**config.mk**
```make
export PLATFORM = sky130hd
export DESIGN_NAME = mem_access_master_flat
export DESIGN_NICKNAME = d
export VERILOG_FILES = /design/src/rtl/mem_access_if.sv /design/src/rtl/mem_access_master.sv /design/src/flat_wrapper.sv
export SDC_FILE = /design/constraint.sdc
export NUM_CORES = 1
export LEC_CHECK = 0
export CAP_MARGIN = 5
export CELL_PAD_IN_SITES_DETAIL_PLACEMENT = 1
export CELL_PAD_IN_SITES_GLOBAL_PLACEMENT = 1
export CORE_ASPECT_RATIO = 1.5
export CORE_MARGIN = 10
export CORE_UTILIZATION = 29
export CTS_CLUSTER_DIAMETER = 100
export CTS_CLUSTER_SIZE = 25
export DETAILED_ROUTE_END_ITERATION = 6
export PLACE_DENSITY_LB_ADDON = 0.3
export SLEW_MARGIN = 10
export SYNTH_ARGS = -nofsm -noshare
export SYNTH_HDL_FRONTEND = slang
export SYNTH_SLANG_ARGS = --single-unit
```
**constraint.sdc**
```tcl
create_clock -name clk -period 2.21 [get_ports clk]
set_input_delay 0.3315 -clock clk [delete_from_list [all_inputs] [get_ports clk]]
set_output_delay 0.3315 -clock clk [all_outputs]
set_load 0.1 [all_outputs]
```
**src/rtl/mem_access_if.sv**
```systemverilog
// mem_access_if: request/store/load handshakes plus main-memory bus for mem_access_master.
// master: the access engine; drives req_ready, wdata_ready, rsp_*, done, err, busy, mem_addr,
//         mem_data_in, mem_write_enable; samples req_*, wdata_valid, wdata, rsp_ready, mem_data_out.
// slave:  the CPU control unit plus memory side of the same signals.
interface mem_access_if #(
    parameter int ADDR_W = 16,
    parameter int DATA_W = 16,
    parameter int LEN_W  = 8
);
    logic              req_valid;
    logic              req_ready;
    logic              req_write;
    logic [ADDR_W-1:0] req_addr;
    logic [LEN_W-1:0]  req_len;
    logic              wdata_valid;
    logic              wdata_ready;
    logic [DATA_W-1:0] wdata;
    logic              rsp_valid;
    logic              rsp_ready;
    logic [DATA_W-1:0] rsp_data;
    logic              rsp_last;
    logic              done;
    logic              err;
    logic              busy;
    logic [ADDR_W-1:0] mem_addr;
    logic [DATA_W-1:0] mem_data_in;
    logic              mem_write_enable;
    logic [DATA_W-1:0] mem_data_out;
    modport master (
        input  req_valid, req_write, req_addr, req_len, wdata_valid, wdata, rsp_ready, mem_data_out,
        output req_ready, wdata_ready, rsp_valid, rsp_data, rsp_last, done, err, busy,
               mem_addr, mem_data_in, mem_write_enable
    );
    modport slave (
        output req_valid, req_write, req_addr, req_len, wdata_valid, wdata, rsp_ready, mem_data_out,
        input  req_ready, wdata_ready, rsp_valid, rsp_data, rsp_last, done, err, busy,
               mem_addr, mem_data_in, mem_write_enable
    );
endinterface

```
**src/rtl/mem_access_master.sv**
```systemverilog
// mem_access_master: burst load/store initiator for the 1-cycle registered-read main memory.
// Ports: clk (rising-edge clock), reset (synchronous, active-low), bus (mem_access_if.master:
// request, store-beat and load-response handshakes, done/err/busy status, memory address/data/strobe).
module mem_access_master #(
    parameter int ADDR_W    = 16,
    parameter int DATA_W    = 16,
    parameter int MEM_DEPTH = 16384,
    parameter int LEN_W     = 8
) (
    input logic          clk,
    input logic          reset,
    mem_access_if.master bus
);
    localparam logic [2:0] IDLE  = 3'd0;
    localparam logic [2:0] READ  = 3'd1;
    localparam logic [2:0] RSP   = 3'd2;
    localparam logic [2:0] WRITE = 3'd3;
    localparam logic [2:0] ERR   = 3'd4;
    localparam logic [ADDR_W:0]   DEPTH     = (ADDR_W+1)'(MEM_DEPTH);
    localparam logic [ADDR_W-1:0] LAST_ADDR = ADDR_W'(MEM_DEPTH - 1);

    logic [2:0]        state;
    logic [ADDR_W-1:0] cur_addr;
    logic [ADDR_W-1:0] next_addr;
    logic [LEN_W-1:0]  remaining;
    logic [DATA_W-1:0] wdata_hold;
    logic              done_q;
    logic              last;
    logic              beat;
    logic              rsp_take;
    logic              bad_req;

    assign next_addr = (cur_addr == LAST_ADDR) ? '0 : cur_addr + ADDR_W'(1);
    assign last      = remaining == LEN_W'(1);
    assign beat      = state == WRITE && bus.wdata_valid;
    assign rsp_take  = state == RSP && bus.rsp_ready;
    assign bad_req   = {1'b0, bus.req_addr} >= DEPTH || bus.req_len == '0;

    always_ff @(posedge clk) begin
        if (!reset) begin
            state      <= IDLE;
            cur_addr   <= '0;
            remaining  <= '0;
            wdata_hold <= '0;
            done_q     <= 1'b0;
        end else begin
            done_q <= (beat || rsp_take) && last;
            case (state)
                IDLE: if (bus.req_valid) begin
                    cur_addr  <= bus.req_addr;
                    remaining <= bus.req_len;
                    state     <= bad_req ? ERR : bus.req_write ? WRITE : READ;
                end
                READ: state <= RSP;
                // The final word leaves cur_addr in place; only non-final words advance.
                RSP: if (bus.rsp_ready) begin
                    remaining <= remaining - LEN_W'(1);
                    cur_addr  <= last ? cur_addr : next_addr;
                    state     <= last ? IDLE : READ;
                end
                WRITE: if (bus.wdata_valid) begin
                    wdata_hold <= bus.wdata;
                    remaining  <= remaining - LEN_W'(1);
                    cur_addr   <= next_addr;
                    state      <= last ? IDLE : WRITE;
                end
                default: state <= IDLE;
            endcase
        end
    end

    // Every output is forced to its reset value while reset is low, so no write escapes in that cycle.
    assign bus.req_ready        = reset && state == IDLE;
    assign bus.busy             = reset && state != IDLE;
    assign bus.wdata_ready      = reset && state == WRITE;
    assign bus.mem_write_enable = reset && beat;
    assign bus.mem_addr         = reset ? cur_addr : '0;
    assign bus.mem_data_in      = !reset ? '0 : state == WRITE ? bus.wdata : wdata_hold;
    assign bus.rsp_valid        = reset && state == RSP;
    // Memory re-reads the held cur_addr, so the pass-through stays stable under backpressure.
    assign bus.rsp_data         = (reset && state == RSP) ? bus.mem_data_out : '0;
    assign bus.rsp_last         = reset && state == RSP && last;
    assign bus.done             = reset && done_q;
    assign bus.err              = reset && state == ERR;
endmodule

```
**src/flat_wrapper.sv**
```systemverilog
// flat-port wrapper written by rule: the top's interface ports become plain ports
module mem_access_master_flat 
#(
    parameter int ADDR_W    = 16,
    parameter int DATA_W    = 16,
    parameter int MEM_DEPTH = 16384,
    parameter int LEN_W     = 8
)
  (clk, reset, bus_req_valid, bus_req_write, bus_req_addr, bus_req_len, bus_wdata_valid, bus_wdata, bus_rsp_ready, bus_mem_data_out, bus_req_ready, bus_wdata_ready, bus_rsp_valid, bus_rsp_data, bus_rsp_last, bus_done, bus_err, bus_busy, bus_mem_addr, bus_mem_data_in, bus_mem_write_enable);
  mem_access_if #(.ADDR_W(ADDR_W), .DATA_W(DATA_W), .LEN_W(LEN_W)) bus_i ();
  input logic clk;
  input logic reset;
  input wire logic [$bits(bus_i.req_valid)-1:0] bus_req_valid;
  input wire logic [$bits(bus_i.req_write)-1:0] bus_req_write;
  input wire logic [$bits(bus_i.req_addr)-1:0] bus_req_addr;
  input wire logic [$bits(bus_i.req_len)-1:0] bus_req_len;
  input wire logic [$bits(bus_i.wdata_valid)-1:0] bus_wdata_valid;
  input wire logic [$bits(bus_i.wdata)-1:0] bus_wdata;
  input wire logic [$bits(bus_i.rsp_ready)-1:0] bus_rsp_ready;
  input wire logic [$bits(bus_i.mem_data_out)-1:0] bus_mem_data_out;
  output wire logic [$bits(bus_i.req_ready)-1:0] bus_req_ready;
  output wire logic [$bits(bus_i.wdata_ready)-1:0] bus_wdata_ready;
  output wire logic [$bits(bus_i.rsp_valid)-1:0] bus_rsp_valid;
  output wire logic [$bits(bus_i.rsp_data)-1:0] bus_rsp_data;
  output wire logic [$bits(bus_i.rsp_last)-1:0] bus_rsp_last;
  output wire logic [$bits(bus_i.done)-1:0] bus_done;
  output wire logic [$bits(bus_i.err)-1:0] bus_err;
  output wire logic [$bits(bus_i.busy)-1:0] bus_busy;
  output wire logic [$bits(bus_i.mem_addr)-1:0] bus_mem_addr;
  output wire logic [$bits(bus_i.mem_data_in)-1:0] bus_mem_data_in;
  output wire logic [$bits(bus_i.mem_write_enable)-1:0] bus_mem_write_enable;
  assign bus_i.req_valid = bus_req_valid;
  assign bus_i.req_write = bus_req_write;
  assign bus_i.req_addr = bus_req_addr;
  assign bus_i.req_len = bus_req_len;
  assign bus_i.wdata_valid = bus_wdata_valid;
  assign bus_i.wdata = bus_wdata;
  assign bus_i.rsp_ready = bus_rsp_ready;
  assign bus_i.mem_data_out = bus_mem_data_out;
  assign bus_req_ready = bus_i.req_ready;
  assign bus_wdata_ready = bus_i.wdata_ready;
  assign bus_rsp_valid = bus_i.rsp_valid;
  assign bus_rsp_data = bus_i.rsp_data;
  assign bus_rsp_last = bus_i.rsp_last;
  assign bus_done = bus_i.done;
  assign bus_err = bus_i.err;
  assign bus_busy = bus_i.busy;
  assign bus_mem_addr = bus_i.mem_addr;
  assign bus_mem_data_in = bus_i.mem_data_in;
  assign bus_mem_write_enable = bus_i.mem_write_enable;
  mem_access_master #(.ADDR_W(ADDR_W), .DATA_W(DATA_W), .MEM_DEPTH(MEM_DEPTH), .LEN_W(LEN_W)) u_core (.clk(clk), .reset(reset), .bus(bus_i));
endmodule
```
======== Word level (Yosys, flattened, before mapping) ========
Index checks and enable logic that the tools add are counted.
storage, ports and cells
  flip-flop bits (word level) ............. 44
  output and inout bits ................... 56
  logic and storage cells ................. 61
cells by class
  add/subtract/negate cells ............... 2
  order comparisons ....................... 1
  equal/unequal tests ..................... 10
  mux-type cells .......................... 22
  reductions and logical operators ........ 21
operator list
  cell                                                   number
  two-way mux 16 bit                                     9
  one-hot mux 16 bit (3 select lines)                    1
  two-way mux 8 bit                                      3
  one-hot mux 8 bit (3 select lines)                     1
  adder 16 x 1 -> 16 bit, second input constant          1
  equality test 16 x 14 -> 1 bit, second input constant  1
  >= comparator 16 x 15 -> 1 bit, second input constant  1
  two-way mux 3 bit                                      4
  one-hot mux 3 bit (4 select lines)                     1
  logical AND 1 bit                                      11
  equality test 8 x 1 -> 1 bit, second input constant    1
  zero test 8 bit                                        1
  inequality test 2 bit, second input constant           4
  subtractor 8 x 1 -> 8 bit, second input constant       1
  equality test 3 x 2 -> 1 bit, second input constant    2
  nonzero test 3 bit                                     2
  AND reduction 5 bit                                    1
  two-way mux 2 bit                                      2
  AND reduction 4 bit                                    1
  equality test 3 x 1 -> 1 bit, second input constant    1
  equality test 3 bit, second input constant             1
  zero test 3 bit                                        1
  AND reduction 3 bit                                    1
  logical OR 1 bit                                       2
  2 further kinds                                        2

======== Longest topological paths before layout ========
  word-level depth ........................ 5
  mapped depth ............................ 9

======== Worst setup path before layout ========
Ideal clock, no wire load.
  kind .................................... register to output
  start ................................... register u_core.remaining[1]
  end ..................................... output port bus_rsp_last
  arrival ................................. 4.082 ns
  slack ................................... -2.203 ns
  cell stages (with the launch flop) ...... 6
  cell sequence ........................... dfxtp_1 inv_1 ha_1 or4b_4 or2_2 nor4_1
on the way
  longest elaborated chain between the ends .. 2
ends and longest elaborated chain
  item                          line                     source
  start: declaration            mem_access_master.sv:25  logic [LEN_W-1:0] remaining;
  start signal: assignment      mem_access_master.sv:51  remaining <= bus.req_len;
  start signal: assignment      mem_access_master.sv:57  remaining <= remaining - LEN_W'(1);
  start signal: assignment      mem_access_master.sv:63  remaining <= remaining - LEN_W'(1);
  equality test 8 x 1 -> 1 bit  mem_access_master.sv:34  assign last = remaining == LEN_W'(1);
  logical AND 1 bit             mem_access_master.sv:82  assign bus.rsp_last = reset && state == RSP && last;
  end: declaration              flat_wrapper.sv:25       output wire logic [$bits(bus_i.rsp_last)-1:0] bus_rsp_last;
No other way between the ends.

======== Final worst setup path ========
Same ends and word-level chain as after synthesis.

==> reports/results.tsv <==
metric	value	unit
ant_nets	0	
p_total	2700	uW
clockBufferDepth	2	
async_reset_ff_share	0	%
worstSetupStartpointType	register	
first_global_vias	3776	
r2r_slack	110	ps
hold_buffers	0	
finalNonFillerCells	635	
wire_per_inst	18.7	um
crit_path_end_kind	output port	
rows	43	
slew_headroom	47.2	%
yosys.area.top_type	dfxtp_1	
ys_ff_latch	44	
finalClockSkew	5.06	ps
insertion_delay	290	ps
drv_slew	0	
netlist.area_leader.share	31.4	%
viasPerCell	5.44	
clockRootBuffer	clkbuf_16	
rsz0062_at_grt	true	
syn-cell-area	0.00281	mm2
initial_core_util	30.0	%
finalSetupViolations	1	
cp-endpoint	bus_rsp_last	
worstSetupStartpoint	u_core.remaining[1]	
drt_first_pass_iters	4	
drt_iter0_markers	161	
p_leak	0.00187	uW
synth.most_common_cell	nand2_1	
reg2reg_depth	6	
cts_tree	built	
fmax	0.435	GHz
final_nets	587	
clock-sinks	44	
diodes	0	
syn_to_final_growth	85.1	%
syn-num-nets	468	
dp.cells	626	
grt_pass1_wl	19100	um
synthTopCellsByCount	95 x nand2_1, 55 x a21oi_1, 44 x dfxtp_1	
boundaryPins	118	
vias	3455	
clk_pin_slew	60	ps
critPathMaxFanout	4	
ys_types	53	
yosysWarnings	0	
synth_edf_count	0	
critPathRequiredTime	1880	ps
worstReg2RegEnd	u_core.cur_addr[5]	
power_density	520	mW/mm2
dp_hpwl	9280	um
r2r-start	u_core.remaining[1]	
drive_above_1_share	27.0	%
layout_setup_ws	-88.1	ps
ys_seq_area_share	31.4	%
die-area	0.0141	mm2
grt_max_degree	33	
antenna_found_initial	0	
synth_area_leaders	dfxtp_1 31%, nand2_1 13%, a21oi_1 9.8%, and2_1 7.8%, o21ai_0 3.9%	
drv_cap	0	
htreeDepth	2	
gp_congestion	0.866	
ir_worst_vdd	0.000339	V
crit_arrival	1970	ps
violations	setup timing	
path_class	reg2out	
post-route-period-util	104	%
status	finished with violations	
synth_ff_type	dfxtp_1	
drc	0	
hp-class	reg2reg	
core	0.00936	mm2
tightest_slew	785	ps
portBuffers	117	
wl	11900	um
min_period	2300	ps
grt_use_total	16.5	%
syn_avg_cell_area	6.96	um2
cts_buffers	5	
hold_viol_final	0	
hp-start	u_core.wdata_hold[1]	
hold_slack	460	ps
fp.dieH	140	um
syn-instance-count	403	
grt.overflow.total	0	
die_w	100	um
utilization	55.5	%
setup_tns	-88.1	ps
[how the worst min path moves through the flow]
stage                                       end  slack (ps)  cells past startpoint
after detailed placement   u_core.wdata_hold[8]         460                      2
after global routing       u_core.wdata_hold[6]         490                      2
final                      u_core.wdata_hold[1]         460                      2
after floorplan            u_core.wdata_hold[0]         440                      2
after global placement    u_core.wdata_hold[11]         440                      2
after CTS                  u_core.wdata_hold[8]         470                      2
[placed cells by master, fill, tap and decap left out, types with 3 or more instances in the layout]
cell | Yosys | final
and2_2 | 0 | 8
and2_1 | 35 | 18
a22o_1 | 3 | 3
nor4_1 | 6 | 4
inv_1 | 8 | 7
nor2_1 | 19 | 17
a32o_1 | 6 | 6
o21ai_0 | 22 | 22
dfxtp_1 | 44 | 40
nor3_1 | 9 | 9
buf_12 | 0 | 57
a21oi_4 | 0 | 16
o31ai_1 | 7 | 7
buf_4 | 2 | 21
a21oi_1 | 55 | 39
dfxtp_2 | 0 | 4
and2_4 | 0 | 9
clkbuf_16 | 0 | 5
nand3_1 | 10 | 9
ha_1 | 3 | 3
and3_1 | 7 | 7
nand4_1 | 4 | 4
clkdlybuf4s50_1 | 0 | 61
nand2_1 | 95 | 95
[area by class of cell]
cell class	count	area, um2
fillers	1068	4170
inverters	9	33.8
multi-input cells	321	2020
well taps	112	140
clock buffers	7	153
flip-flops and latches	44	886
repair buffers	141	1930
clock inverters	1	30.0
[where the power goes]
| group | switching (uW) | internal (uW) | leakage, uW |
|---|---|---|---|
| Sequential | 73.3 | 846 | 0.000361 |
| Combinational | 501 | 362 | 0.00142 |
| Clock | 322 | 596 | 0.0000901 |
| Total | 896 | 1800 | 0.00187 |
[cells by family after synthesis]
logic type      synth area share (%)
simple gates                    34.9
fa+ha+maj                       1.34
compound gates                  25.7
buf+inv                         6.24
flops                           31.4
mux                            0.357
[repair_timing]
item / in CTS / in global routing
setup endpoints to repair: 20 / 28
pin swaps: 0 / 0
gates resized for setup: 6 / 5
setup buffers: 0 / 1
[metrics by stage]
stage	setup WS, ps	area, um2
6_report	-88.1	5190
5_1_grt	-154	5190
4_1_cts	-94.3	5170
3_5_place_dp	-0.242	4970
3_3_place_gp	78.0	4970
2_1_floorplan	-379	3080
[per-layer routing]
metal	vias to the layer above	track usage, %	routed length, um
li1	1650	-	-
met1	1697	16.6	4380
met2	86	31.3	6670
met3	22	4.23	583
met4	0	5.07	258
met5	-	0	0
[sequential cells by signal, summed over array words and instances, names as in the netlist]
| name | flops |
|---|---|
| u_core.cur_addr | 16 |
| u_core.wdata_hold | 16 |
| u_core.remaining | 8 |
| u_core.state | 3 |
| u_core.done_q | 1 |
[critical path: stages (launching register included)]
cell	delay, ps
dfxtp_2	340
inv_2	60
ha_1	130
or4b_4	470
or2_4	270
nor4_4	190
buf_12	210
(Power assumes the default switching activity.)
==> RTL edit (config.mk and constraints unchanged) <==
`DATA_W` is set to 16 in 3 places; all go to 32.
--- a/src/rtl/mem_access_if.sv
+++ b/src/rtl/mem_access_if.sv
@@ -5,5 +5,5 @@
 interface mem_access_if #(
     parameter int ADDR_W = 16,
-    parameter int DATA_W = 16,
+    parameter int DATA_W = 32,
     parameter int LEN_W  = 8
 );
--- a/src/rtl/mem_access_master.sv
+++ b/src/rtl/mem_access_master.sv
@@ -4,5 +4,5 @@
 module mem_access_master #(
     parameter int ADDR_W    = 16,
-    parameter int DATA_W    = 16,
+    parameter int DATA_W    = 32,
     parameter int MEM_DEPTH = 16384,
     parameter int LEN_W     = 8
--- a/src/flat_wrapper.sv
+++ b/src/flat_wrapper.sv
@@ -3,5 +3,5 @@
 #(
     parameter int ADDR_W    = 16,
-    parameter int DATA_W    = 16,
+    parameter int DATA_W    = 32,
     parameter int MEM_DEPTH = 16384,
     parameter int LEN_W     = 8
Ports: changed (resized bus_mem_data_in, bus_mem_data_out, bus_rsp_data and bus_wdata); port bits go from 118 to 182. The function was not compared with the original's and may differ.
==> RTL edit against the original RTL <==
- worst setup slack improved by 0.16 ns
- clock power increased by 67%
- sequential cell count grew 16
- design area increased by 47%
- routed wire length increased by 54%
- total power rose by 40%
- area after synthesis grew 36%
- non-clock buffer count up 70
- global-route usage increased by 2.5 points
- largest cell class is now buffers
==> RTL edit: results (changes against the original RTL) <==
The flow ran to the end, and the final reports show no timing, DRC or antenna violations. The worst slack on hold paths came out at 0.456 ns (was 0.460 ns). The tools report the reg-to-reg endpoint as u_core.cur_addr[13]$_SDFFE_PN0P_ (was u_core.cur_addr[5]$_SDFFE_PN0P_). The beginning of the worst register-to-register path was u_core.cur_addr[0]$_SDFFE_PN0P_ (was u_core.remaining[1]$_SDFFE_PN0P_).

The worst vdd rail ir drop was 312 uV (was 339 uV); the routed wirelength normalized by instance count was 20.8 um (was 18.7 um). The count of fill cells added during filler insertion is 1437 (was 1068), and the total cell area at the placement stage is 0.00714 mm2 (was 0.00497 mm2). Synth top cells by count: nand2_1 (154), a21oi_1 (73), dfxtp_1 (60) (was nand2_1 (95), a21oi_1 (55), dfxtp_1 (44)).

The start point of the worst min-delay path was u_core.wdata_hold[2]$_SDFFE_PN0N_ (was u_core.wdata_hold[1]$_SDFFE_PN0N_). The number of global-route vias before repair was 5085 (was 3776); the TritonCTS buffer count was 9 (was 5). The total global-route track usage came out at 0.190 (was 0.165). The highest-delay cell along the critical path is nor4_4 (was or4b_4). The number of DRC markers after the initial detailed-route iteration was 196 (was 161); the post-placement setup slack was 0.0204 ns (was -0.000242 ns). Average size of a mapped cell: 6.99 um2 (was 6.96 um2).

For the sequential fraction of the synthesis area, the log shows 0.315 (was 0.314). The tools report the number of library cell types mapped by synthesis as 57 (was 53). Number of port buffers: 181 (was 117).

The tools report the synthesized net count as 642 (was 468). For the depth of the CTS H-tree, the log shows 3 (was 2). The worst min-delay path endpoint was u_core.wdata_hold[2]$_SDFFE_PN0N_ (was u_core.wdata_hold[1]$_SDFFE_PN0N_). The tools report the critical path startpoint as u_core.remaining[2]$_SDFFE_PN0P_ (was u_core.remaining[1]$_SDFFE_PN0P_). The layout cell share with drive strength beyond 1 is 0.306 (was 0.270), and the clock insertion delay at the later pin of the skew report is 0.33 ns (was 0.29 ns).

The tools report the final cell count without fillers as 884 (was 635). The count of cells resized by post-cts repair is 3 (was 6).
==> RTL edit: cell types whose count changed in the layout (fill, tap and decap cells not counted), sizes merged, moves of 4 or more <==
| cell | delta |
|---|---|
| nand2 | +59 |
| clkdlybuf4s50 | +32 |
| and2 | +14 |
| nor2 | +5 |
| buf | +37 |
| dfxtp | +16 |
| nand3 | +8 |
| a32o | -5 |
| a22oi | +5 |
| a21boi | +7 |
| o21ai | -8 |
| o21a | +4 |
| clkbuf | +6 |
| a21oi | +19 |
==> RTL edit: power by group <==
group          total, uW  switching (uW)  internal [uW]
logic               1050             593            460
clock network       1530             511           1020
registers           1200            66.5           1130
==> RTL edit: worst reg2reg max path: cells and delay by family (launching register included) <==
| kind | cells | cell delay [ns] |
|---|---|---|
| fa+ha+maj | 1 | 0.25 |
| simple gates | 1 | 0.32 |
| compound gates | 4 | 1.09 |
| flops | 1 | 0.35 |
==> RTL edit: cell type report <==
class,count,area [um2],share of cell area
clock buffer,12,246,0.0324
clock inverter,4,72.6,0.00954
inverter,7,28.8,0.00378
multi-input combinational,431,2840,0.374
sequential,60,1210,0.159
tap,159,199,0.0262
timing repair buffer,211,3010,0.396
==> RTL edit: logic make-up (layout without fill, tap and decap cells) <==
family | after synthesis | count (layout) | synth area share
simple gates | 282 | 282 | 0.355
fa+ha+maj | 3 | 3 | 0.00986
flops | 60 | 60 | 0.315
buf+inv | 54 | 234 | 0.0657
mux | 1 | 1 | 0.00263
compound gates | 145 | 145 | 0.251
==> RTL edit: layer usage <==
| layer | GRT usage | wire length (um) |
|---|---|---|
| met3 | 0.0496 | 944 |
| met5 | 0 | 0 |
| met1 | 0.197 | 6750 |
| met4 | 0.0561 | 386 |
| met2 | 0.356 | 10300 |
